File: src/rtl/gr_arb_pkg.sv
// Shared constants, FSM state encoding and small helpers for gr_arbiter.
// Only the four-requester, two-bit-priority configuration is supported.
package gr_arb_pkg;

    localparam int NREQ = 4;
    localparam int PW   = 2;
    localparam int IDXW = 2;

    typedef enum logic [1:0] {
        ST_IDLE  = 2'd0,
        ST_SCAN  = 2'd1,
        ST_GRANT = 2'd2
    } gr_state_e;

    // Converts a requester index to its one-hot grant vector.
    function automatic logic [NREQ-1:0] idx_to_onehot(input logic [IDXW-1:0] idx);
        logic [NREQ-1:0] vec;
        vec      = '0;
        vec[idx] = 1'b1;
        return vec;
    endfunction

endpackage

File: src/rtl/gr2.sv
// Two-bit unsigned magnitude comparator: agrb is high when a is strictly greater than b.
module gr2 (
    input  logic [1:0] a,
    input  logic [1:0] b,
    output logic       agrb
);

    logic msb_gt;
    logic msb_eq;
    logic lsb_gt;

    assign msb_gt = a[1] & ~b[1];
    assign msb_eq = ~(a[1] ^ b[1]);
    assign lsb_gt = a[0] & ~b[0];
    assign agrb   = msb_gt | (msb_eq & lsb_gt);

endmodule

File: src/rtl/gr_arbiter.sv
// Sequential priority arbiter: snapshots requests, scans one requester per cycle
// through a single shared gr2 comparator, then holds a one-hot grant until release.
// Optional macro GR_ARB_RR_EN rotates the scan start past the last winner.
//
//   state    | meaning
//   ---------+-------------------------------------------------------------
//   ST_IDLE  | waiting for any request; snapshot taken on leaving
//   ST_SCAN  | one candidate per cycle, four cycles, best kept in flops
//   ST_GRANT | one-hot grant held until the winner's live request drops
module gr_arbiter #(
    parameter int NREQ = gr_arb_pkg::NREQ,
    parameter int PW   = gr_arb_pkg::PW
) (
    input  logic                 clk,
    input  logic                 reset_n,
    input  logic [NREQ-1:0]      req,
    input  logic [NREQ*PW-1:0]   prio,
    output logic [NREQ-1:0]      gnt,
    output logic                 busy
);

    import gr_arb_pkg::*;

    gr_state_e             state_q, state_d;
    logic [IDXW-1:0]       cnt_q, cnt_d;
    logic                  best_valid_q, best_valid_d;
    logic [IDXW-1:0]       best_idx_q, best_idx_d;
    logic [PW-1:0]         best_prio_q, best_prio_d;
    logic [NREQ-1:0]       req_snap_q, req_snap_d;
    logic [NREQ*PW-1:0]    prio_snap_q, prio_snap_d;
    logic [NREQ-1:0]       gnt_q, gnt_d;
    logic [IDXW-1:0]       win_idx_q, win_idx_d;

    logic [IDXW-1:0]       start_idx;
    logic [IDXW-1:0]       idx;
    logic [PW-1:0]         cand_prio;
    logic                  cand_gt;
    logic                  take;
    logic [IDXW-1:0]       final_idx;

`ifdef GR_ARB_RR_EN
    logic [IDXW-1:0]       last_win_q, last_win_d;

    assign start_idx = last_win_q + 2'd1;
`else
    assign start_idx = '0;
`endif

    assign idx = start_idx + cnt_q;

    always_comb begin
        cand_prio = '0;
        for (int i = 0; i < NREQ; i++) begin
            if (idx == IDXW'(i)) begin
                cand_prio = prio_snap_q[i*PW +: PW];
            end
        end
    end

    // The only magnitude comparator; reused by every scan step.
    gr2 u_cmp (
        .a    (cand_prio),
        .b    (best_prio_q),
        .agrb (cand_gt)
    );

    // Strict greater-than means ties keep whichever requester was scanned first.
    assign take      = req_snap_q[idx] & (~best_valid_q | cand_gt);
    assign final_idx = take ? idx : best_idx_q;

    always_comb begin
        state_d      = state_q;
        cnt_d        = cnt_q;
        best_valid_d = best_valid_q;
        best_idx_d   = best_idx_q;
        best_prio_d  = best_prio_q;
        req_snap_d   = req_snap_q;
        prio_snap_d  = prio_snap_q;
        gnt_d        = gnt_q;
        win_idx_d    = win_idx_q;
`ifdef GR_ARB_RR_EN
        last_win_d   = last_win_q;
`endif

        unique case (state_q)
            ST_IDLE: begin
                gnt_d = '0;
                if (req != '0) begin
                    req_snap_d   = req;
                    prio_snap_d  = prio;
                    cnt_d        = '0;
                    best_valid_d = 1'b0;
                    state_d      = ST_SCAN;
                end
            end

            ST_SCAN: begin
                if (take) begin
                    best_valid_d = 1'b1;
                    best_idx_d   = idx;
                    best_prio_d  = cand_prio;
                end
                cnt_d = cnt_q + 2'd1;
                if (cnt_q == 2'd3) begin
                    gnt_d     = idx_to_onehot(final_idx);
                    win_idx_d = final_idx;
`ifdef GR_ARB_RR_EN
                    last_win_d = final_idx;
`endif
                    state_d   = ST_GRANT;
                end
            end

            ST_GRANT: begin
                // Release returns to IDLE only; a new snapshot waits one more edge.
                if (!req[win_idx_q]) begin
                    gnt_d   = '0;
                    state_d = ST_IDLE;
                end
            end

            default: begin
                gnt_d   = '0;
                state_d = ST_IDLE;
            end
        endcase
    end

    always_ff @(posedge clk or negedge reset_n) begin
        if (!reset_n) begin
            state_q      <= ST_IDLE;
            cnt_q        <= '0;
            best_valid_q <= 1'b0;
            best_idx_q   <= '0;
            best_prio_q  <= '0;
            req_snap_q   <= '0;
            prio_snap_q  <= '0;
            gnt_q        <= '0;
            win_idx_q    <= '0;
        end else begin
            state_q      <= state_d;
            cnt_q        <= cnt_d;
            best_valid_q <= best_valid_d;
            best_idx_q   <= best_idx_d;
            best_prio_q  <= best_prio_d;
            req_snap_q   <= req_snap_d;
            prio_snap_q  <= prio_snap_d;
            gnt_q        <= gnt_d;
            win_idx_q    <= win_idx_d;
        end
    end

`ifdef GR_ARB_RR_EN
    // Reset value 3 makes the first round after reset start its scan at requester 0.
    always_ff @(posedge clk or negedge reset_n) begin
        if (!reset_n) begin
            last_win_q <= 2'd3;
        end else begin
            last_win_q <= last_win_d;
        end
    end
`endif

    assign gnt  = gnt_q;
    assign busy = (state_q != ST_IDLE);

endmodule

File: config.mk
export PLATFORM = sky130hd
export DESIGN_NAME = gr_arbiter
export DESIGN_NICKNAME = d
export VERILOG_FILES = /design/src/rtl/gr_arb_pkg.sv /design/src/rtl/gr2.sv /design/src/rtl/gr_arbiter.sv
export SDC_FILE = /design/constraint.sdc
export NUM_CORES = 1
export LEC_CHECK = 0
export BUFFER_PORTS_ARGS = -buffer_cell sky130_fd_sc_hd__buf_2
export CORE_ASPECT_RATIO = 1.25
export CORE_MARGIN = 3
export CORE_UTILIZATION = 51
export CTS_CLUSTER_DIAMETER = 60
export DETAILED_ROUTE_END_ITERATION = 16
export PLACE_DENSITY = 0.85
export SETUP_SLACK_MARGIN = 0.5
export SYNTH_ARGS = -nofsm -noshare
export SYNTH_HDL_FRONTEND = slang
export SYNTH_HIERARCHICAL = 1
export SYNTH_SLANG_ARGS = --single-unit
File: constraint.sdc
create_clock -name clk -period 2.7 [get_ports clk]
set_input_delay 0.135 -clock clk [delete_from_list [all_inputs] [get_ports clk]]
set_output_delay 0.135 -clock clk [all_outputs]
set_load 0.005 [all_outputs]
==> flow_metrics.tcl <==
set metrics [dict create \
    outcome "complete, no violations" \
    met1_usage_pct 28.1 \
    finalSetupViolCount 0 \
    drv_cap 0 \
    die_h_um 66.2 \
    crit_type "register to register" \
    cts_sinks 27 \
    cpPeakStageDelay_ns 0.49 \
    hold_viol 0 \
    grt_usage_pct 22.2 \
    cts_buffers 3 \
    cts_tree "built" \
    period_share_pct 93.5 \
    grt_pass1_vias 1190 \
    synthTopCellsByArea "dfrtp_1, mux2_1, nand2_1" \
    layout-drive-gt1-share_pct 39.0 \
    startpoint "cnt_q[0]" \
    grt_overflow 0 \
    grt_pass1_wl_um 5770 \
    start_kind "register" \
    p_leak_nw 0.839 \
    path_max_fanout 5 \
    fmax_mhz 396 \
    yosysSeqAreaShare_pct 45.6 \
    antenna_cells 0 \
    ctsRootBufferMaster "clkbuf_4" \
    ys_types 41 \
    period_needed_ns 2.52 \
    final-max-slew-violation-count 0 \
    slew_headroom_pct 55.6 \
    grt.busiest_layer "met2" \
    crit_chain "inv_6 -> ha_4 -> a21oi_2 -> o21ai_1 -> a22o_1 -> ha_1 -> nand2_1 -> o21bai_1 -> nand2b_4 -> nand3_4 -> a21oi_4 -> mux2_4" \
    io_pins 19 \
    ctsHtreeMaxLevel 1 \
    ys.flop_type "dfrtp_1" \
    rows 21 \
    dpl.hpwl_um 2230 \
    wire_per_inst_um 16.3 \
    dieArea_mm2 0.00359 \
    grt_setup_unrepaired "true" \
    fin_cells 198 \
    end_kind "register" \
    synth_common_cells "dfrtp_1, nand2_1, mux2_1" \
    tns_ns 0 \
    synth_cells 136 \
    viasPerCell 5.82 \
    vias 1153 \
    nets 184 \
    antenna_found_initial 0 \
    synth-edff-count 0 \
    grt_use_met2_pct 36.5 \
    dr.pass1.iters 6 \
    r2r-start "cnt_q[0]" \
    slowest_stage "dfrtp_2" \
    crit_family "compound AO/OA/AOI/OAI gates" \
    die_w_um 54.2 \
    finalClockSkew_ns 0.00872 \
    powerDensity_mw_per_mm2 1380 \
    hp-start "prio[5]" \
    area_delta_synth_final_pct 21.9 \
    ys_seq_elements 27 \
    fin_util_pct 66.0 \
    syn_nets 155 \
    required_ns 2.93 \
    clockBufferDepth 2 \
    clkLatencyLatePin_ns 0.33 \
    dpl.cell_count 185 \
    wl_um 3220 \
    fin_total_pwr_mw 2.49 \
    io_buffers 18 \
    avgSynthCellArea_um2 10.9 \
    start_util_pct 54.2 \
    yosysTopAreaCell "dfrtp_1" \
    core_mm2 0.00273 \
    tightestPinTransition_ns 0.666 \
    crit_buf_inv 1 \
    gp_congestion 0.880 \
    drtIter0Drc 32 \
    postRouteAntennaNets 0 \
    hold_class "input pin to register" \
    grtUsageMet3_pct 2.03 \
    synth_top_area_share_pct 45.6 \
    synth.most_common_cell "dfrtp_1" \
    drc_errors 0 \
    peakVddDrop_mv 0.834 \
    path_clk_slew_ns 0.13 \
    yosysWarningCount 6 \
    worstPathArrival_ns 2.75 \
    synth-async-reset-ratio_pct 100 \
    grt_max_degree 28 \
    synth_area_mm2 0.00148 \
]
## state kept, by name (all words and copies together) (netlist names), 2 cells and up
name,cells
state_q,2
best_idx_q,2
best_prio_q,2
gnt,4
cnt_q,2
win_idx_q,2
req_snap_q,4
prio_snap_q,8
## repair_timing
item                                   in CTS  in global routing
buffers inserted                            5                  3
pin swaps                                   9                  2
hold buffers                                1                  0
setup endpoints to repair                  11                 11
endpoints found under the hold margin      27                  0
gates resized for setup                    10                  2
## placed cells by master (no fill, tap or decap), types with 3 or more instances in the layout
cell type,n
a21oi_1,5
a22o_1,5
buf_2,18
buf_4,11
clkbuf_4,3
dfrtp_1,25
inv_1,5
mux2_1,4
mux2_2,5
mux2_4,6
nand2_1,17
nand3_1,3
nor2_1,3
o21ai_0,4
## routing by layer
metal	vias to the layer above	routed length [um]
met5	-	0
met4	0	93
met2	36	1670
met3	9	103
li1	542	-
met1	566	1350
## report_power, final
| part | switching [mW] | internal [mW] |
|---|---|---|
| logic | 0.730 | 0.787 |
| clock network | 0.119 | 0.0581 |
| registers | 0.196 | 0.597 |
## final timing paths
check,endpoint,slack [ns],cells past startpoint
max in group asynchronous,cnt_q[0],1.97,2
worst min-delay path,prio_snap_q[5],0.007,2
worst min register to register,gnt[1],0.49,2
worst max register to register,best_prio_q[1],0.18,12
worst max-delay path,best_prio_q[1],0.18,12
min in group asynchronous,state_q[1],0.31,2
## layout make-up
| type | count | area [um2] |
|---|---|---|
| multi-input combinational | 95 | 830 |
| inverter | 7 | 33.8 |
| clock buffer | 4 | 26.3 |
| tap | 34 | 42.5 |
| timing repair buffer | 31 | 194 |
| fill | 211 | 928 |
| sequential | 27 | 678 |
## kinds of logic (layout without fill, tap and decap cells)
kind of cell	count (synthesis)	in the layout	share of synthesized area, %
AOI/OAI and AO/OA	32	32	15.8
adders and majority gates	5	5	4.23
buffers and inverters	14	42	4.57
DFF	27	27	45.6
muxes	18	18	14.8
and+or+nand+nor	40	40	15.0
## stage by stage
step	hold WS, ns	worst slack (ns)	area (um2)
2_1_floorplan	-0.161	0.226	1550
6_report	0.00699	0.175	1800
5_1_grt	0.00521	0.0288	1800
3_5_place_dp	0.167	0.0226	1660
3_3_place_gp	0.161	0.122	1660
4_1_cts	0.00352	0.254	1780
Note: power is estimated with default switching activity, not from simulation.
